`src/rtl/mem_port_arbiter.sv`:
```
// mem_port_arbiter
//   Shares one single-port memory between the CPU (port C) and the loader/debug
//   port (port L). Each granted access runs for MEM_LAT ACCESS cycles, then
//   one DONE cycle in which the owner's ack pulses. Port C has fixed priority.
//   Port L is guaranteed a grant once port C has won CPU_BURST_MAX grants in a
//   row while ld_req was pending.
//
// Ports
//   CLK, Reset                          clock, synchronous active-low reset
//   cpu_req/we/addr/wdata               port C request, held until cpu_ack
//   cpu_rdata, cpu_ack                  port C read data (registered), ack pulse
//   ld_req/we/addr/wdata                port L request, held until ld_ack
//   ld_rdata, ld_ack                    port L read data (registered), ack pulse
//   mem_addr, mem_wdata, mem_we, mem_re memory macro interface
//   mem_rdata                           memory read data, valid in last ACCESS cycle
//   owner                               00 none, 01 port C, 10 port L
module mem_port_arbiter #(
    parameter int AW            = 16,
    parameter int DW            = 16,
    parameter int MEM_LAT       = 2,
    parameter int CPU_BURST_MAX = 4
) (
    input  logic          CLK,
    input  logic          Reset,
    input  logic          cpu_req,
    input  logic          cpu_we,
    input  logic [AW-1:0] cpu_addr,
    input  logic [DW-1:0] cpu_wdata,
    output logic [DW-1:0] cpu_rdata,
    output logic          cpu_ack,
    input  logic          ld_req,
    input  logic          ld_we,
    input  logic [AW-1:0] ld_addr,
    input  logic [DW-1:0] ld_wdata,
    output logic [DW-1:0] ld_rdata,
    output logic          ld_ack,
    output logic [AW-1:0] mem_addr,
    output logic [DW-1:0] mem_wdata,
    output logic          mem_we,
    output logic          mem_re,
    input  logic [DW-1:0] mem_rdata,
    output logic [1:0]    owner
);

    localparam int CW = (MEM_LAT > 1) ? $clog2(MEM_LAT) : 1;
    localparam int BW = $clog2(CPU_BURST_MAX + 1);

    localparam logic [1:0] OWN_NONE = 2'b00;
    localparam logic [1:0] OWN_C    = 2'b01;
    localparam logic [1:0] OWN_L    = 2'b10;

    typedef enum logic [1:0] {
        IDLE   = 2'd0,
        ACCESS = 2'd1,
        DONE   = 2'd2
    } state_t;

    state_t        state;
    state_t        state_next;
    logic [CW-1:0] wait_cnt;
    logic [BW-1:0] burst_cnt;
    logic          lat_we;
    logic          grant_c;
    logic          grant_l;
    logic          last_access;
    logic          burst_full;

    assign last_access = (wait_cnt == CW'(MEM_LAT - 1));
    assign burst_full  = (burst_cnt == BW'(CPU_BURST_MAX));

    // State register.
    always_ff @(posedge CLK) begin
        if (!Reset) begin
            state <= IDLE;
        end else begin
            state <= state_next;
        end
    end

    // Arbitration, next state and memory strobes. The write strobe is limited
    // to the first ACCESS cycle so each write hits the macro exactly once.
    always_comb begin
        state_next = state;
        grant_c    = 1'b0;
        grant_l    = 1'b0;
        mem_re     = 1'b0;
        mem_we     = 1'b0;
        cpu_ack    = 1'b0;
        ld_ack     = 1'b0;
        case (state)
            IDLE: begin
                if (cpu_req && ld_req && burst_full) begin
                    grant_l = 1'b1;
                end else if (cpu_req) begin
                    grant_c = 1'b1;
                end else if (ld_req) begin
                    grant_l = 1'b1;
                end
                if (grant_c || grant_l) begin
                    state_next = ACCESS;
                end
            end
            ACCESS: begin
                mem_re = !lat_we;
                mem_we = lat_we && (wait_cnt == '0);
                if (last_access) begin
                    state_next = DONE;
                end
            end
            DONE: begin
                cpu_ack    = (owner == OWN_C);
                ld_ack     = (owner == OWN_L);
                state_next = IDLE;
            end
            default: begin
                state_next = IDLE;
            end
        endcase
    end

    // Request latching, access timing, burst accounting and read capture.
    // The burst counter only counts C grants that actually made L wait.
    always_ff @(posedge CLK) begin
        if (!Reset) begin
            wait_cnt  <= '0;
            burst_cnt <= '0;
            owner     <= OWN_NONE;
            lat_we    <= 1'b0;
            mem_addr  <= '0;
            mem_wdata <= '0;
            cpu_rdata <= '0;
            ld_rdata  <= '0;
        end else begin
            case (state)
                IDLE: begin
                    wait_cnt <= '0;
                    if (grant_c) begin
                        owner     <= OWN_C;
                        lat_we    <= cpu_we;
                        mem_addr  <= cpu_addr;
                        mem_wdata <= cpu_wdata;
                        if (!ld_req) begin
                            burst_cnt <= '0;
                        end else if (!burst_full) begin
                            burst_cnt <= burst_cnt + 1'b1;
                        end
                    end else if (grant_l) begin
                        owner     <= OWN_L;
                        lat_we    <= ld_we;
                        mem_addr  <= ld_addr;
                        mem_wdata <= ld_wdata;
                        burst_cnt <= '0;
                    end else if (!ld_req) begin
                        burst_cnt <= '0;
                    end
                end
                ACCESS: begin
                    if (!last_access) begin
                        wait_cnt <= wait_cnt + 1'b1;
                    end else if (!lat_we) begin
                        if (owner == OWN_C) begin
                            cpu_rdata <= mem_rdata;
                        end else begin
                            ld_rdata <= mem_rdata;
                        end
                    end
                end
                DONE: begin
                    owner    <= OWN_NONE;
                    wait_cnt <= '0;
                end
                default: begin
                    owner <= OWN_NONE;
                end
            endcase
        end
    end

endmodule

```
`config.mk`:
```
export PLATFORM = sky130hd
export DESIGN_NAME = mem_port_arbiter
export DESIGN_NICKNAME = d
export VERILOG_FILES = /design/src/rtl/mem_port_arbiter.sv
export SDC_FILE = /design/constraint.sdc
export NUM_CORES = 1
export LEC_CHECK = 0
export BUFFER_PORTS_ARGS = -buffer_cell sky130_fd_sc_hd__buf_2
export CAP_MARGIN = 30
export CORE_UTILIZATION = 40
export DETAILED_ROUTE_END_ITERATION = 10
export PLACE_DENSITY = 0.74
export SYNTH_ARGS = -nofsm -noshare
export SYNTH_HDL_FRONTEND = slang
export SYNTH_SLANG_ARGS = --single-unit
```
`constraint.sdc`:
```
create_clock -name CLK -period 1.5 [get_ports CLK]
set_input_delay 0.075 -clock CLK [delete_from_list [all_inputs] [get_ports CLK]]
set_output_delay 0.075 -clock CLK [all_outputs]
set_load 0.02 [all_outputs]
```
==> run summary <==
Area Overhead vs Synth: 55.5%
top-count cell post-synth: dfxtp_1
maximum vdd drop: 0.000634 V
number of global-route vias before repair: 3393
Sequential Power Share: 43.3%
Slew @ Worst Pin: 566 ps
Post-synth top cells: dfxtp_1, nand2_1, nor2b_1, mux2i_1, and3_1
area of the multi-input gates: 0.00167 mm^2
Die ar.: 0.00836 mm^2
Reg2Reg Depth: 8
Switch Pwr: 0.00138 W
via count: 3333
GPL Wtd Cong: 0.781
Synth Register Bits: 73
HPWL after DPL: 6080 um
Die Width: 91.4 um
fmax: 614 MHz
Worst setup SP type: register
endpoint class of the critical path: register
syn_area_per_cell: 9.27 um^2
Yosys cell types: 32
Cells after Synth: 345
First-pass DRT Iterations: 5
relative slew slack: 62.3%
CP required: 1770 ps
Ys Warns: 0
Final WS setup: -129 ps
port bufs: 155
clock slew seen by the registers of the worst setup and hold paths: 80 ps
max cap viols: 0
total congestion overflow: 0
clk buf depth: 2
combinational share of power: 22.9%
RSZ-0062 raised after global routing: yes
largest net degree at the start of global routing: 34
Clock Skews: 9.97 ps
Pwr per Cell Area: 984 mW/mm^2
Top FF cell, synth: dfxtp_1
die height: 91.4 um
register area: 0.00147 mm^2
Final ANT Viol Nets: 0
post-synthesis sequential area ratio: 45.7%
routed len/inst: 15.3 um
Arr. time, crit path: 1900 ps
final WL: 9960 um
Internal: 0.00352 W
CTS root buffer: clkbuf_8
Fin Setup TNS: -1870 ps
Syn Nets: 433
global-route wire length before repair: 15300 um
DRC Markers: 0
status: complete, but fails checks
Hold WS: 11.7 ps
crit path kind: register to register
final count of hold timing violations: 0
Leakage: 2.54 nW
Pins Over Slew Limit: 0
synth top area cells: dfxtp_1, mux2i_1, nor2b_1
via/cell ratio: 5.12
fin crit period: 1630 ps
hold depth: 3
fraction of registers with async set or reset after synthesis: 0%
Starting Density: 41.4%
CTS tree: yes
initial antenna violation count: 1
core footprint: 0.00773 mm^2
violated checks: negative setup slack
Synth Cell Area: 0.00320 mm^2
Critical Path Fanout Max: 6
Clock Sink Count: 73
# nets final: 631
Synth top area share: 45.7%
Hold Path Class: input pin to register
layout cell share with drive strength beyond 1: 42.2%
1st-iter DRT viols: 142
Sw Share: 28.1%
H-Tree Depth: 3
FILL cells: 636
final worst-path cycle share: 109%
number of synthesized flops with an enable pin: 0
# setup viols final: 32
Core Rows: 32
overall power: 0.00489 W
Inst Count DP: 592
worst skew pair latency: 350 ps
total CTS buffers: 9
fin cells: 651
cell taking the most area after synthesis: dfxtp_1
clock share of power: 33.8%
overall routing resource usage: 23.1%
I/O pin count: 156
## metal layers
| layer | share of wire, % | track usage [%] | vias to the layer above | wire (um) |
|---|---|---|---|---|
| met2 | 51 | 40.9 | 148 | 5030 |
| met1 | 40 | 25.3 | 1555 | 3950 |
| met4 | 3.4 | 12.7 | 0 | 338 |
| met5 | 0 | 0 | - | 0 |
| met3 | 6.4 | 5.28 | 28 | 634 |
| li1 | - | - | 1602 | - |
## through the flow
stage	worst slack [ps]	utilization, %	instance area [um^2]
5_1_grt	-187	64.4	4970
3_5_place_dp	-110	53.7	4150
2_1_floorplan	13.4	-	3200
3_3_place_gp	-30.1	53.7	4150
6_report	-129	64.4	4970
4_1_cts	-60.7	62.1	4800
## cells by family after synthesis
kind of cell,Yosys count,synth area share (%)
AND/OR/NAND/NOR,124,20.6
adder cells (fa/ha/maj),2,0.782
AO/OA/AOI/OAI,79,16.8
multiplexers,32,10.0
flip-flops,73,45.7
buffers and inverters,35,6.06
## worst paths after layout
check	slack (ps)	endpoint	start
worst max-delay path	-130	mem_addr[8]$_SDFFE_PN0P_	burst_cnt[0]$_SDFFE_PN0P_
worst min-delay path	10	ld_rdata[7]$_SDFFE_PN0P_	mem_rdata[7]
worst max register to register	-130	mem_addr[8]$_SDFFE_PN0P_	burst_cnt[0]$_SDFFE_PN0P_
worst min register to register	450	mem_wdata[7]$_SDFFE_PN0P_	mem_wdata[7]$_SDFFE_PN0P_
## sequential cells by signal, summed over array words and instances (netlist names)
register     flops
mem_addr        16
ld_rdata        16
burst_cnt        3
mem_wdata       16
owner            2
state            2
cpu_rdata       16
last_access      1
lat_we           1
## area by class of cell
| cell class | count | share of cell area, % |
|---|---|---|
| Antenna cell | 1 | 0.0503 |
| Clock buffer | 10 | 2.57 |
| Clock inverter | 6 | 1.66 |
| Inverter | 6 | 0.453 |
| Multi-Input combinational cell | 237 | 33.7 |
| Sequential cell | 73 | 29.5 |
| Tap cell | 102 | 2.57 |
| Timing Repair Buffer | 216 | 29.5 |
## cells in the final DEF, fill, tap and decap left out, drive strengths merged, types with 2 or more instances in the layout
cell and n:
ha 2, inv 6, bufinv 2, buf 184, nor2 4, clkbuf 12, nand3 4, dfxtp 73
o22ai 21, nor2b 33, a21boi 25, a31oi 12, nand2 52, clkinv 3, dlygate4sd3 30, mux2i 32
and2 2, a21oi 3, o21ai 15, and3 22
## power groups by stage
stage,Clock [W],Sequential [W],Combinational (W)
after global routing,0.00179,0.00213,0.00120
after CTS,0.00169,0.00212,0.00101
after floorplan,0,0.00228,0.000404
after global placement,0,0.00216,0.000880
final,0.00166,0.00212,0.00112
after detailed placement,0,0.00216,0.000897
## what timing repair did
item / in CTS / in global routing
endpoints found under the setup margin: 29 / 68
pin swaps: 7 / 30
hold buffers: 30 / 0
gates cloned: 3 / 3
endpoints found under the hold margin: 22 / 0
resized for setup: 16 / 23
setup buffers: 5 / 3
## critical path: stages (launching register included)
cell	delay, ps
dfxtp_2	330
inv_2	80
ha_4	150
nand2_4	50
a2111oi_4	410
buf_6	190
buf_12	130
o22ai_2	60
a21boi_1	160
(Power assumes the default switching activity.)
